===== src/rtl/nor_mult_pkg.sv =====
// Shared types and elaboration helpers for the NOR-form sequential multiplier.
package nor_mult_pkg;

    // Control FSM states
    typedef enum logic [1:0] {
        IDLE = 2'd0,
        RUN  = 2'd1,
        DONE = 2'd2
    } state_t;

    // Width of a counter that must hold values 0 .. steps-1 (never below 1 bit)
    function automatic int unsigned cnt_width(input int unsigned steps);
        return (steps <= 1) ? 1 : $clog2(steps);
    endfunction

    // Legal configuration: a whole number of coefficient bits per RUN cycle
    function automatic bit bpc_divides(input int unsigned coef_w, input int unsigned bpc);
        return (bpc != 0) && ((coef_w % bpc) == 0);
    endfunction

endpackage


===== src/rtl/nor_pp_row.sv =====
// One gated partial-product row in NOR form.
//   a    : multiplicand row (W bits)
//   b    : multiplier bit gating the row
//   zero : force-to-zero clear term
//   pp_c : a & {W{b}} unless zero is set (combinational)
module nor_pp_row #(
    parameter int unsigned W = 8
) (
    input  logic [W-1:0] a,
    input  logic         b,
    input  logic         zero,
    output logic [W-1:0] pp_c
);

    // De Morgan: ~(~a | ~b | z) == a & b & ~z, kept in NOR form for the library mapping
    assign pp_c = ~(~a | ~{W{b}} | {W{zero}});

endmodule


===== src/rtl/nor_pp_seq_mult.sv =====
// Multi-cycle unsigned shift-and-add multiplier with zero-skip early termination.
// Consumes BITS_PER_CYC multiplier bits per RUN cycle; latency follows the
// highest set coefficient bit.
//   clk, rst            : clock, asynchronous active-high reset
//   clr                 : synchronous abort, discards any pending product
//   in_valid/in_ready   : operand handshake (in_data x in_coef)
//   out_valid/out_ready : product handshake, out_prod masked to 0 when not valid
module nor_pp_seq_mult
    import nor_mult_pkg::*;
#(
    parameter  int unsigned DATA_W       = 12,
    parameter  int unsigned COEF_W       = 12,
    parameter  int unsigned BITS_PER_CYC = 1,
    localparam int unsigned PROD_W       = DATA_W + COEF_W
) (
    input  logic              clk,
    input  logic              rst,
    input  logic              clr,
    input  logic              in_valid,
    output logic              in_ready,
    input  logic [DATA_W-1:0] in_data,
    input  logic [COEF_W-1:0] in_coef,
    output logic              out_valid,
    input  logic              out_ready,
    output logic [PROD_W-1:0] out_prod
);

    localparam int unsigned NSTEP = (BITS_PER_CYC == 0) ? 1 : COEF_W / BITS_PER_CYC;
    localparam int unsigned CNT_W = cnt_width(NSTEP);

    if (!bpc_divides(COEF_W, BITS_PER_CYC)) begin : g_bad_bpc
        $error("nor_pp_seq_mult: BITS_PER_CYC must divide COEF_W");
    end

    state_t              state_q, state_d;
    logic [PROD_W-1:0]   acc_q, acc_d;
    logic [PROD_W-1:0]   a_q, a_d;
    logic [COEF_W-1:0]   b_q, b_d;
    logic [CNT_W-1:0]    cnt_q, cnt_d;
    logic                in_ready_d;
    logic                out_valid_d;
    logic [PROD_W-1:0]   out_prod_d;

    logic [COEF_W-1:0]   b_shift;
    logic [PROD_W-1:0]   pp;
    logic                pp_zero;
    logic [PROD_W-1:0]   rows [BITS_PER_CYC];

    // Rows only contribute while actually running and not being aborted
    assign pp_zero = (state_q != RUN) || clr;

    // One gated row per multiplier bit consumed this cycle
    for (genvar k = 0; k < BITS_PER_CYC; k++) begin : g_row
        nor_pp_row #(
            .W(PROD_W)
        ) u_row (
            .a    (a_q),
            .b    (b_q[k]),
            .zero (pp_zero),
            .pp_c (rows[k])
        );
    end

    // Weighted sum of this cycle's rows
    always_comb begin
        pp = '0;
        for (int k = 0; k < BITS_PER_CYC; k++) begin
            pp = pp + (rows[k] << k);
        end
    end

    assign b_shift = b_q >> BITS_PER_CYC;

    // State register and registered outputs
    always_ff @(posedge clk or posedge rst) begin
        if (rst) begin
            state_q   <= IDLE;
            acc_q     <= '0;
            a_q       <= '0;
            b_q       <= '0;
            cnt_q     <= '0;
            in_ready  <= 1'b0;
            out_valid <= 1'b0;
            out_prod  <= '0;
        end else begin
            state_q   <= state_d;
            acc_q     <= acc_d;
            a_q       <= a_d;
            b_q       <= b_d;
            cnt_q     <= cnt_d;
            in_ready  <= in_ready_d;
            out_valid <= out_valid_d;
            out_prod  <= out_prod_d;
        end
    end

    // Next-state, datapath and output decode
    always_comb begin
        state_d     = state_q;
        acc_d       = acc_q;
        a_d         = a_q;
        b_d         = b_q;
        cnt_d       = cnt_q;
        in_ready_d  = 1'b0;
        out_valid_d = 1'b0;
        out_prod_d  = '0;

        case (state_q)
            IDLE: begin
                if (in_valid && in_ready) begin
                    a_d   = PROD_W'(in_data);
                    b_d   = in_coef;
                    acc_d = '0;
                    cnt_d = '0;
                    // A zero operand means the product is already known
                    if ((in_data == '0) || (in_coef == '0)) begin
                        state_d = DONE;
                    end else begin
                        state_d = RUN;
                    end
                end
            end
            RUN: begin
                acc_d = acc_q + pp;
                a_d   = a_q << BITS_PER_CYC;
                b_d   = b_shift;
                cnt_d = cnt_q + CNT_W'(1);
                // Stop once no set multiplier bits remain above this slice
                if ((b_shift == '0) || (cnt_q == CNT_W'(NSTEP - 1))) begin
                    state_d = DONE;
                end
            end
            DONE: begin
                if (out_valid && out_ready) begin
                    state_d = IDLE;
                end
            end
            default: begin
                state_d = IDLE;
            end
        endcase

        // Abort wins over every transition
        if (clr) begin
            state_d = IDLE;
            acc_d   = '0;
            a_d     = '0;
            b_d     = '0;
            cnt_d   = '0;
        end

        in_ready_d  = (state_d == IDLE);
        out_valid_d = (state_d == DONE);
        out_prod_d  = out_valid_d ? acc_d : '0;
    end

endmodule


===== config.mk =====
export PLATFORM = sky130hd
export DESIGN_NAME = nor_pp_seq_mult
export DESIGN_NICKNAME = d
export VERILOG_FILES = /design/src/rtl/nor_mult_pkg.sv /design/src/rtl/nor_pp_row.sv /design/src/rtl/nor_pp_seq_mult.sv
export SDC_FILE = /design/constraint.sdc
export NUM_CORES = 1
export LEC_CHECK = 0
export ABC_CLOCK_PERIOD_IN_PS = 10000
export BUFFER_PORTS_ARGS = -buffer_cell sky130_fd_sc_hd__clkbuf_2
export CORE_MARGIN = 2
export CORE_UTILIZATION = 60
export CTS_CLUSTER_SIZE = 25
export DETAILED_ROUTE_END_ITERATION = 16
export GPL_ROUTABILITY_DRIVEN = 0
export GPL_TIMING_DRIVEN = 0
export PLACE_DENSITY = 0.82
export SYNTH_ARGS = -nofsm -noshare
export SYNTH_HDL_FRONTEND = slang
export SYNTH_SLANG_ARGS = --single-unit

===== constraint.sdc =====
create_clock -name clk -period 10 [get_ports clk]
set_input_delay 0.5 -clock clk [delete_from_list [all_inputs] [get_ports clk]]
set_output_delay 0.5 -clock clk [all_outputs]
set_load 0.02 [all_outputs]

==> run summary <==
Counting both buffers and inverters, the worst setup path holds a total of 3. No sink is reached through more buffers than the 2 on the longest clock path. In this run the tool buffered the top-level ports with 54 buffer cells.

After synthesis, the mean cell area works out to 9.14 sq um. Of the post-synthesis cell area, the dominant cell type holds 44.1%. Summing every instance area after synthesis gives 5220 sq um. Registers are responsible for 47.9% of the overall power. Die area: 9460 sq um.

Once routing completed, OpenROAD measured the worst setup slack at 5270 ps. The die is 97.3 um wide. The worst max-slew margin expressed relative to the limit was 44.3%.

The worst setup path is of the reg2reg kind. The number of enable flip-flop cells after synthesis was 0. The initial antenna violation count is 0, and the total routed wirelength is 13200 um.

The DRC violation count after routing is 0, and the total number of vias is 4701. The startpoint identified for the worst register-to-register timing path is state_q[1]$_DFF_PP0_. The later pin in the worst-skew pair is clocked with a latency of 360 ps. Row generation in the floorplan step produced 34 rows. The max-cap check violation count was 0.

On the worst path, the slowest cell contributes a delay of 690 ps. Compared with the post-synthesis result, the final layout area differs by 11.6%. In the synthesized netlist the dominant register cell turns out to be dfrtp_1. After synthesis, the share of flip-flops with an asynchronous set or reset is 100%.

The tools report the final global-route overflow total as 0. Entering global routing, the biggest net connects 57 pins. The power density of the placed cells was 162 nW/um^2. Total of cells resized after clock tree synthesis: 0. The worst setup path is launched from a flip-flop. Adding up every negative setup slack in the final design gives 0 ps.

Sequential cells were found to cover 44.1% of the synthesized design area. The number of different library cells used by synthesis comes to 65. VDD sags by at most 0.000153 V. In this run, post-CTS hold repair placed 0 buffers.

The detailed-router iteration count before antenna repair is 6. Setup repair after global routing left no endpoint under its margin. In this run the worst setup path begins at state_q[1]$_DFF_PP0_. The logs give 0.360 mW for the reported net switching power and 60.7% for the initial core utilization. Number of global-route vias before repair: 4619. In this run the static leakage power is 2.89 nW.

Count of inserted antenna diode cells: 0. In this design, the critical path's most frequently occurring cell is clkbuf_1. For the worst setup path, the data arrival time is 4990 ps. The clock net in this run drives a total of 92 sinks.

The first routing iteration left 300 violations. The tools report the clock root buffer as clkbuf_8. In the synthesized netlist, the number of instances is 571. Buffers inserted during post-CTS setup optimization: 0. Final count of pins violating max slew: 0. In the finished design, the share of the clock period the worst path needs comes to 47.3%. The biggest area contributor in the post-synthesis netlist is dfrtp_1. The worst path needs 4730 ps of the cycle, external delays included. For this run, the post-layout net count is 691.

Yosys printed 0 warnings. The required time reported for the critical path endpoint was 10260 ps. In the post-synthesis netlist, the biggest area contributors are dfrtp_1, nand2_1, ha_1. Among all stages on the critical path, the largest delay is contributed by nor2_1.

The count of boundary I/O pins was 55; the count of final hold-check violations was 0. For the half-perimeter wire length of the detailed placement result, the log shows 9930 um. The total track usage was 28.8%. The critical path goes through clkbuf_1 > nand2b_1 > clkbuf_1 > nor2_1 > clkbuf_1 > and3_1 > ha_1 > fa_1 > a211oi_2 > o21bai_1 > a21o_1 > a311o_1 > a31oi_1 > or4_1 > o211ai_1. For this run, the top clock speed supported by timing is 212 MHz. The post-synthesis sequential element count was 92; the fraction of layout cells with a size suffix above 1 was 14.0%.

Along the worst path, the maximum fanout reaches 10. The first global-routing pass estimated 22100 um of wire. The run gives 8590 sq um as the area of the core. TritonCTS built the clock tree. The clock arrives with 15.3 ps of skew. The average wire per cell in the routed design is 17.6 um.

In this run the worst hold path is classified as in2async. Of the total power, the share spent switching nets is 38.3%. The run gives 0.581 mW as the internal power. The flow ran to the end, and the final reports show no timing, DRC or antenna violations. At the pin with the least slew margin, the transition time is 832 ps. Once detail routing completed, the nets flagged for antenna violations numbered 0. Counting every net in the synthesized netlist gives 625. Combinational logic burns 28.3% of the power. The via density per instance is 6.27. Broken down by cell family, the worst path's largest delay share belongs to simple AND/OR/NAND/NOR gates. The tools report the total clock buffers created by CTS as 9. In this run, the clock network consumes 23.8% of the power. After clock tree synthesis, the clock-pin slew on the worst setup and hold paths is 90 ps. Setup violations remaining at the end of the flow were counted as 0. The die is 97.3 um tall. The deepest level of the CTS H-tree came out at 3. The worst setup path is captured at a flip-flop. At the placement stage, the worst setup path has a slack of 5360 ps.
==> metrics by stage <==
step | hold WS (ps) | utilization [%] | std cells | area, sq um | total power, mW
floorplan | 464 | - | 571 | 5220 | 0.629
global placement | 483 | 65.4 | 733 | 5620 | 0.707
detailed placement | 498 | 65.8 | 734 | 5650 | 0.720
CTS | 159 | 67.7 | 750 | 5820 | 0.940
global route | 177 | 67.7 | 750 | 5820 | 0.996
finish | 142 | 67.7 | 750 | 5820 | 0.941
==> registers in the layout (all words and copies together) (netlist names) <==
name       cells
in_ready       1
b_q           12
cnt_q          4
state_q        2
out_prod      24
acc_q         24
out_valid      1
a_q           24
==> cell usage in the layout, fill, tap and decap left out, types with 16 or more instances in the layout <==
master / count
dfrtp_1: 92
and3_1: 26
a311oi_1: 22
ha_1: 24
nand2_1: 87
a22o_1: 20
clkbuf_1: 28
and2_1: 16
nor2_1: 42
clkbuf_2: 54
a21oi_1: 38
==> cells by family (layout without fill, tap and decap cells) <==
family / count (synthesis) / count (layout) / synth area share [%]
simple gates: 237 / 237 / 22.3
buf+inv: 51 / 122 / 3.96
compound gates: 152 / 152 / 21.1
fa+ha+maj: 25 / 25 / 6.14
mux: 1 / 1 / 0.192
xor+xnor: 13 / 13 / 2.18
flops: 92 / 92 / 44.1
==> power by group through the flow <==
stage                     logic (mW)  registers (mW)  clock network [mW]
after floorplan                0.180           0.448                   0
after global placement         0.252           0.456                   0
final                          0.266           0.451               0.224
after CTS                      0.263           0.450               0.227
after detailed placement       0.262           0.458                   0
after global routing           0.293           0.458               0.245
==> worst reg2reg max path, stage by stage (launching register included) <==
cell	delay, ps
dfrtp_1	380
clkbuf_1	230
nand2b_1	210
clkbuf_1	230
nor2_1	690
clkbuf_1	470
and3_1	280
ha_1	200
fa_1	250
a211oi_2	90
o21bai_1	220
a21o_1	200
a311o_1	330
a31oi_1	220
or4_1	510
o211ai_1	130
==> path summary, 6_finish.rpt <==
check	slack, ps	end	cells after the start
worst max register to register	5270	out_prod[22]$_DFF_PP0_	15
min in group clk	380	b_q[6]$_DFFE_PP0P_	3
worst max-delay path	5270	out_prod[22]$_DFF_PP0_	15
max in group asynchronous	9220	a_q[19]$_DFFE_PP0P_	3
worst min-delay path	140	a_q[3]$_DFFE_PP0P_	2
worst min register to register	510	cnt_q[0]$_DFFE_PP0P_	1
==> final cells by class <==
type,count,area (sq um)
repair buffers,55,298
fillers,702,2770
flip-flops and latches,92,2300
clock buffers,10,128
plain buffers,38,158
multi-input cells,428,2710
clock inverters,6,40.0
well taps,108,135
inverters,13,51.3
==> layer usage <==
| layer | routed length, um | share of wire, % | GRT usage [%] | up-vias |
|---|---|---|---|---|
| met3 | 857 | 6.5 | 4.75 | 33 |
| met2 | 6250 | 47 | 47.5 | 205 |
| met1 | 5720 | 43 | 39.0 | 2251 |
| met5 | 0 | 0 | 0 | - |
| li1 | - | - | - | 2212 |
| met4 | 379 | 2.9 | 9.94 | 0 |
==> synthesized netlist by cell type (all sizes together) (3+ instances only) <==
cell,count
nand2,87
a2111oi,3
a311oi,22
a211oi,9
nor3,11
nand3,13
a21o,6
a31oi,3
or3,4
xor2,4
nor4,8
ha,24
dfrtp,92
nand2b,3
a21oi,38
inv,13
o211ai,4
and2,18
o31ai,3
or2,4
xnor2,9
nand4,9
nor2b,8
and3,26
o21ai,18
a211o,3
o21bai,3
nor2,42
clkbuf,27
a22o,20
buf,11
Power figures use the tool's default switching activity.
